--- config.mk ---
export PLATFORM = sky130hd
export DESIGN_NAME = mult8x8_ctrl
export DESIGN_NICKNAME = d
export VERILOG_FILES = /design/src/rtl/mult8x8_ctrl_pkg.sv /design/src/rtl/mult8x8_ctrl_counter2.sv /design/src/rtl/mult8x8_ctrl.sv
export SDC_FILE = /design/constraint.sdc
export NUM_CORES = 1
export LEC_CHECK = 0
export CORE_AREA = 4 4 41 43
export DETAILED_ROUTE_END_ITERATION = 16
export DIE_AREA = 0 0 45 47
export GPL_TIMING_DRIVEN = 0
export PLACE_DENSITY = 0.7
export SETUP_SLACK_MARGIN = 0.5
export SYNTH_ARGS = -nofsm -noshare
export SYNTH_HDL_FRONTEND = slang
export SYNTH_HIERARCHICAL = 1
export SYNTH_SLANG_ARGS = --single-unit
--- constraint.sdc ---
create_clock -name clk -period 1.71 [get_ports clk]
set_input_delay 0.2565 -clock clk [delete_from_list [all_inputs] [get_ports clk]]
set_output_delay 0.2565 -clock clk [all_outputs]
set_load 0.05 [all_outputs]
--- src/rtl/mult8x8_ctrl_pkg.sv ---
// Shared codes for the 8x8 multiplier sequencer and its datapath:
// state encodings, shift codes and nibble-select codes.
package mult8x8_ctrl_pkg;

    typedef enum logic [2:0] {
        S_IDLE = 3'b000,
        S_LSB  = 3'b001,
        S_MID  = 3'b010,
        S_MSB  = 3'b011,
        S_DONE = 3'b100,
        S_ERR  = 3'b101
    } state_t;

    localparam logic [1:0] SHIFT_0 = 2'b00;
    localparam logic [1:0] SHIFT_4 = 2'b01;
    localparam logic [1:0] SHIFT_8 = 2'b10;

    // [1] picks the dataa nibble, [0] the datab nibble
    localparam logic [1:0] SEL_LL = 2'b00;
    localparam logic [1:0] SEL_LH = 2'b01;
    localparam logic [1:0] SEL_HL = 2'b10;
    localparam logic [1:0] SEL_HH = 2'b11;

endpackage

--- src/rtl/mult8x8_ctrl_counter2.sv ---
// 2-bit counter with synchronous clear (priority) and enable,
// asynchronous active-low reset.
module mult8x8_ctrl_counter2 (
    input  logic       clk,
    input  logic       reset_n,
    input  logic       clr,
    input  logic       en,
    output logic [1:0] count
);

    always_ff @(posedge clk or negedge reset_n) begin
        if (!reset_n) begin
            count <= 2'd0;
        end else if (clr) begin
            count <= 2'd0;
        end else if (en) begin
            count <= count + 2'd1;
        end
    end

endmodule

--- src/rtl/mult8x8_ctrl.sv ---
// Sequencer for the 8x8 multiplier: walks the four 4x4 partial
// products and drives mux selects, shift, accumulator control.
module mult8x8_ctrl
    import mult8x8_ctrl_pkg::*;
#(
    parameter bit ERR_STICKY = 1'b1
) (
    input  logic       clk,
    input  logic       reset_n,
    input  logic       start,
    output logic [1:0] input_sel,
    output logic [1:0] shift_sel,
    output logic       clk_ena,
    output logic       sclr_n,
    output logic       done_flag,
    output logic [2:0] state_out
);

    state_t     state;
    state_t     state_nxt;
    logic [1:0] count;
    logic       busy;
    logic       at_rest;

    assign busy    = (state == S_LSB) || (state == S_MID) ||
                     (state == S_MSB);
    assign at_rest = (state == S_IDLE) || (state == S_ERR) ||
                     (state == S_DONE);

    mult8x8_ctrl_counter2 u_cnt (
        .clk     (clk),
        .reset_n (reset_n),
        .clr     (!busy),
        .en      (busy),
        .count   (count)
    );

    always_ff @(posedge clk or negedge reset_n) begin
        if (!reset_n) begin
            state <= S_IDLE;
        end else begin
            state <= state_nxt;
        end
    end

    always_comb begin
        state_nxt = S_IDLE;
        case (state)
            S_IDLE: state_nxt = start ? S_LSB : S_IDLE;
            S_LSB: begin
                if (!start && count == 2'd0) state_nxt = S_MID;
                else                         state_nxt = S_ERR;
            end
            S_MID: begin
                if (!start && count == 2'd1)      state_nxt = S_MID;
                else if (!start && count == 2'd2) state_nxt = S_MSB;
                else                              state_nxt = S_ERR;
            end
            S_MSB: begin
                if (!start && count == 2'd3) state_nxt = S_DONE;
                else                         state_nxt = S_ERR;
            end
            S_DONE: state_nxt = start ? S_ERR : S_IDLE;
            S_ERR: begin
                if (start)           state_nxt = S_LSB;
                else if (ERR_STICKY) state_nxt = S_ERR;
                else                 state_nxt = S_IDLE;
            end
            default: state_nxt = S_IDLE;
        endcase
    end

    always_comb begin
        input_sel = SEL_LL;
        shift_sel = SHIFT_0;
        clk_ena   = 1'b0;
        case (state)
            S_LSB: begin
                if (count == 2'd0) begin
                    input_sel = SEL_LL;
                    shift_sel = SHIFT_0;
                    clk_ena   = 1'b1;
                end
            end
            S_MID: begin
                if (count == 2'd1) begin
                    input_sel = SEL_LH;
                    shift_sel = SHIFT_4;
                    clk_ena   = 1'b1;
                end else if (count == 2'd2) begin
                    input_sel = SEL_HL;
                    shift_sel = SHIFT_4;
                    clk_ena   = 1'b1;
                end
            end
            S_MSB: begin
                if (count == 2'd3) begin
                    input_sel = SEL_HH;
                    shift_sel = SHIFT_8;
                    clk_ena   = 1'b1;
                end
            end
            default: begin
                input_sel = SEL_LL;
                shift_sel = SHIFT_0;
                clk_ena   = 1'b0;
            end
        endcase
    end

    // Clear lands on the same edge that enters LSB.
    assign sclr_n    = !(at_rest && start);
    assign done_flag = (state == S_DONE);
    assign state_out = state;

endmodule
## After elaboration in Yosys (flattened, before gate mapping)

Cells that the tools add are included.

| storage, ports and cells | value |
|---|---|
| register bits | 5 |
| bits of input ports | 3 |
| word-level logic and storage cells | 46 |

| cells by class | value |
|---|---|
| add/sub/neg operators | 1 |
| eq/ne operators | 8 |
| mux-type cells | 22 |
| reduce and logical (&&, ||, !) cells | 13 |

Operator list:

| operator | number |
|---|---|
| $pmux 3 s6 | 1 |
| $mux 3 | 5 |
| $mux 2 | 5 |
| $mux 1 | 8 |
| $pmux 2 s2 | 2 |
| $eq 3x2->1 const B | 2 |
| $eq 3x3->1 const B | 2 |
| $logic_and 1x1->1 | 5 |
| $eq 2x2->1 const B | 2 |
| $logic_or 1x1->1 | 4 |
| $eq 3x1->1 const B | 1 |
| $logic_not 3->1 | 1 |
| $pmux 1 s3 | 1 |
| $add 2x1->2 const B | 1 |
| $eq 2x1->1 const B | 1 |
| $logic_not 1->1 | 2 |
| $logic_not 2->1 | 1 |

## Depth between registers and ports, before layout

| logic depth | value |
|---|---|
| depth in word-level cells | 5 |
| depth in mapped cells | 5 |
| gate-level depth less buffers | 5 |

## By module

Netlist, hierarchy kept.

Modules (own cells, without submodules):

| module | times used | cells each | area an instance (sq um) | seq. area each (sq um) |
|---|---|---|---|---|
| mult8x8_ctrl | 1 | 49 | 385.4 | 75.1 |
| mult8x8_ctrl_counter2 | 1 | 7 | 88.8 | 50.0 |

## Least setup slack after synthesis

OpenSTA, ideal clock, no wires.

| path | value |
|---|---|
| kind | reg2out |
| from | register state[0], in the netlist state_out[0] |
| to | output clk_ena |
| arrival time | 2.278 ns |
| slack | -0.825 ns |
| stages on the path, launching flop included | 4 |
| path buffers | 1 |
| path through | dfrtp_1 > buf_6 > nand2_2 > a311oi_1 |

| between the ends | value |
|---|---|
| longest elaborated chain between the ends | 2 |
| elaborated cells between the ends (all ways) | 4 |
| classes of those cells | eq/ne (3); mux (1) |

RTL lines:

| what | line | RTL |
|---|---|---|
| start: declaration | mult8x8_ctrl.sv:19 | `state_t state;` |
| start signal: assignment | mult8x8_ctrl.sv:42 | `state <= state_nxt;` |
| $eq 3x2->1 or $eq 3x1->1 (tied branches) | mult8x8_ctrl.sv:77 | `case (state)` |
| $pmux 1 s3 (*) | mult8x8_ctrl.sv:77 |  |
| end: declaration | mult8x8_ctrl.sv:13 | `output logic clk_ena,` |

Every way passes the cells marked *; elsewhere a longest branch is shown, timed or not.

## Worst setup path after layout

| path | value |
|---|---|
| from | register u_cnt.count[1] |
| to | output input_sel[1] |

| between the ends | value |
|---|---|
| longest elaborated chain between the ends | 4 |
| elaborated cells between the ends (all ways) | 7 |
| classes of those cells | eq/ne (3); mux (4) |

RTL lines:

| what | line | RTL |
|---|---|---|
| start: declaration | mult8x8_ctrl_counter2.sv:8 | `output logic [1:0] count` |
| start signal: assignment | mult8x8_ctrl_counter2.sv:17 | `count <= count + 2'd1;` |
| $eq 2x2->1 | mult8x8_ctrl.sv:90 | `end else if (count == 2'd2) begin` |
| $mux 2 | mult8x8_ctrl.sv:90 |  |
| $mux 2 | mult8x8_ctrl.sv:86 | `if (count == 2'd1) begin` |
| $pmux 2 s2 (*) | mult8x8_ctrl.sv:77 |  |
| end: declaration | mult8x8_ctrl.sv:11 | `output logic [1:0] input_sel,` |

Marks and branches as above.

==> reports/qor.txt <==
status - complete, but fails checks
violated checks - negative setup slack
CORE AREA - 1300 µm²
critical-path maximum fanout - 3
initial core utilization - 36.4%
clock sinks - 5
post-route ant nets - 0
mapped cell area - 474 µm²
Post-CTS Hold Buffers - 0
GRT Residual Overflow - 0
Unique masters post-synth - 26
placed insts - 82
Post-Route WL - 1420 µm
FMAX - 0.577 GHz
yosys warns - 6
Die Wd - 45 µm
Sequential Power Share - 12.7%
mux cell area share after synthesis - 0%
buffers added on ports - 11
Critical Path Start Type - flip-flop
CP Capture Type - primary output
H-tree levels - 1
maxcap violations - 0
vias per std cell - 5.21
Die Y - 47 µm
cells along the critical path - buf_4 > buf_6 > buf_4 > ha_4 > nand2b_4 > a21oi_4 > buf_6
WP data required - 1.45 ns
Fin Setup TNS - -0.0448 ns
die footprint - 2120 µm²
PwrDens - 1890 nW/µm²
fraction of synthesized cell area in xor and xnor cells - 3.69%
sw power - 0.895 mW
Yosys top cell area share - 26.4%
top cells by area, synth - dfrtp_1 (26%), ha_1 (13%), buf_6 (7.1%)
first-pass GRT wire length - 2260 µm
compound-gate portion of the synthesized area - 21.9%
Power Internal - 0.925 mW
GRT Overall Usage - 15.3%
Final Cycle Share - 101%
combinational power share - 79.6%
drc violations - 0
final-report max-slew violation count - 0
largest net degree at the start of global routing - 11
Synth Net Count - 64
Worst Clk Skew - 0.00320 ns
Synth area leader - dfrtp_1
Antenna diodes - 0
Fin. Hold Viols - 0
ys flop type - dfrtp_1
total power - 1.82 mW
GPL Wtd Cong - 0.695
Cells after Synth - 56
#FFs+latches synth - 5
vias in the first global route - 518
ys async rst share - 100%
worst hold path type - input pin to async pin
final setup fails - 2
final core area utilization - 73.8%
fin crit period - 1.73 ns
Arr. time, crit path - 1.48 ns
Mean Syn Cell Area - 8.47 µm²
wire length per cell - 14.2 µm
EDFF count, synth - 0
most common cell in the netlist - nor2_1
CP max stage delay - 0.41 ns
CTS tree - yes
Worst Hold Slack - 0.232 ns
routed via count - 521
VDD IR-drop max - 1180 µV
Slew headroom - 83.5%
clock latency on the worst-skew pair - 0.25 ns
share of cells above drive strength 1 - 71.8%
Final HPWL DP - 875 µm
Clk pwr share - 7.7%
Layout Nets - 94
Worst Slack Setup Final - -0.0242 ns
CP max-delay cell - dfrtp_1
CTS Root Cell - clkbuf_4
top cells by count, synth - nor2_1 (8), a21oi_1 (6), dfrtp_1 (5), ha_1 (5)
area grow syn2layout - 103%
Num CTS Buffers - 3
Reg clk slew, reported paths - 0.05 ns
Simple-Gate Fraction of Synth Area - 23.5%
RSZ-0062 raised after global routing - true
register area share after synthesis - 26.4%
Sw Share - 49.2%
largest family of logic cells by synthesized area - simple AND/OR/NAND/NOR gates
Worst Max-Slew Pin Slew - 0.248 ns
I/O pin count - 13
Finished Layout Cells - 100
Cell Rows - 13
CTS Buffer Depth - 2
DR pass1 iterations - 4
DR iter-0 viols - 10
leakage - 0.397 nW
adder-cell share of the synthesized area - 13.2%
crit path kind - flip-flop to primary output
antenna violations before repair - 0
[sequential cells by signal, indices dropped and copies added, names as in the netlist]
register     count
state_out        3
u_cnt/count      2
[critical path, delay by kind of cell (launching register included)]
family | cells | cell delay (ns)
flops | 1 | 0.41
fa+ha+maj | 1 | 0.16
simple gates | 1 | 0.06
compound gates | 1 | 0.05
buf+inv | 4 | 0.55
[cell type report]
cell class	count	area (µm²)
buffer	4	56.3
clock buffer	4	26.3
fill	92	340
inverter	4	18.8
multi-input combinational	43	477
sequential	5	130
tap	15	18.8
timing repair buffer	25	234
[power by group through the flow]
stage | Sequential (mW) | Clock (mW) | Combinational, mW
after floorplan | 0.335 | 0 | 0.783
after global placement | 0.239 | 0 | 1.11
final | 0.230 | 0.140 | 1.45
after global routing | 0.239 | 0.156 | 1.53
after CTS | 0.231 | 0.139 | 1.36
after detailed placement | 0.240 | 0 | 1.12
[layer usage]
layer | part of all wire [%] | wire length (µm) | global-route usage, % | vias up
met3 | 3.2 | 45 | 4.60 | 2
li1 | - | - | - | 250
met5 | 0 | 0 | 0 | -
met1 | 40 | 562 | 15.9 | 257
met2 | 56 | 800 | 29.1 | 12
met4 | 0.56 | 8 | 5.26 | 0
[through the flow]
stage,setup slack (ns),instance area (µm²)
4_1_cts,-0.0219,906
2_1_floorplan,-0.00299,617
5_1_grt,-0.0676,961
3_3_place_gp,-0.572,746
3_5_place_dp,-0.573,746
6_report,-0.0242,961
[cells in the final DEF (no fill, tap or decap), types with 3 or more instances in the layout]
cell type and n:
buf_4 11, buf_6 8, buf_8 6, nor2_4 5
a21oi_1 4, clkbuf_4 4, dfrtp_2 4, nand2b_4 3
nor2_1 3, ha_4 3
[final timing paths]
path / startpoint / to / slack (ns) / depth (start not counted)
worst min-delay path: reset_n / state_out[1]$_DFF_PN0_ / 0.23 / 1
max in group asynchronous: reset_n / state_out[0]$_DFF_PN0_ / 1.27 / 1
worst max register to register: state_out[2]$_DFF_PN0_ / state_out[0]$_DFF_PN0_ / 0.36 / 6
worst max-delay path: u_cnt/count[1]$_DFFE_PN0P_ / input_sel[1] / -0.02 / 7
min in group clk: start / state_out[2]$_DFF_PN0_ / 0.34 / 3
worst min register to register: state_out[1]$_DFF_PN0_ / state_out[2]$_DFF_PN0_ / 0.66 / 2
[repair_timing]
action	in CTS	in global routing
endpoints found under the setup margin	13	12
cloned	0	0
setup buffers	10	4
resized for setup	80	7
pin swaps	3	4
[cells by family (layout without fill, tap and decap cells)]
logic type / Yosys count / count (layout)
flops: 5 / 5
xor+xnor: 2 / 2
compound gates: 15 / 15
simple gates: 21 / 21
buf+inv: 8 / 37
fa+ha+maj: 5 / 5
Power figures use the tool's default switching activity.
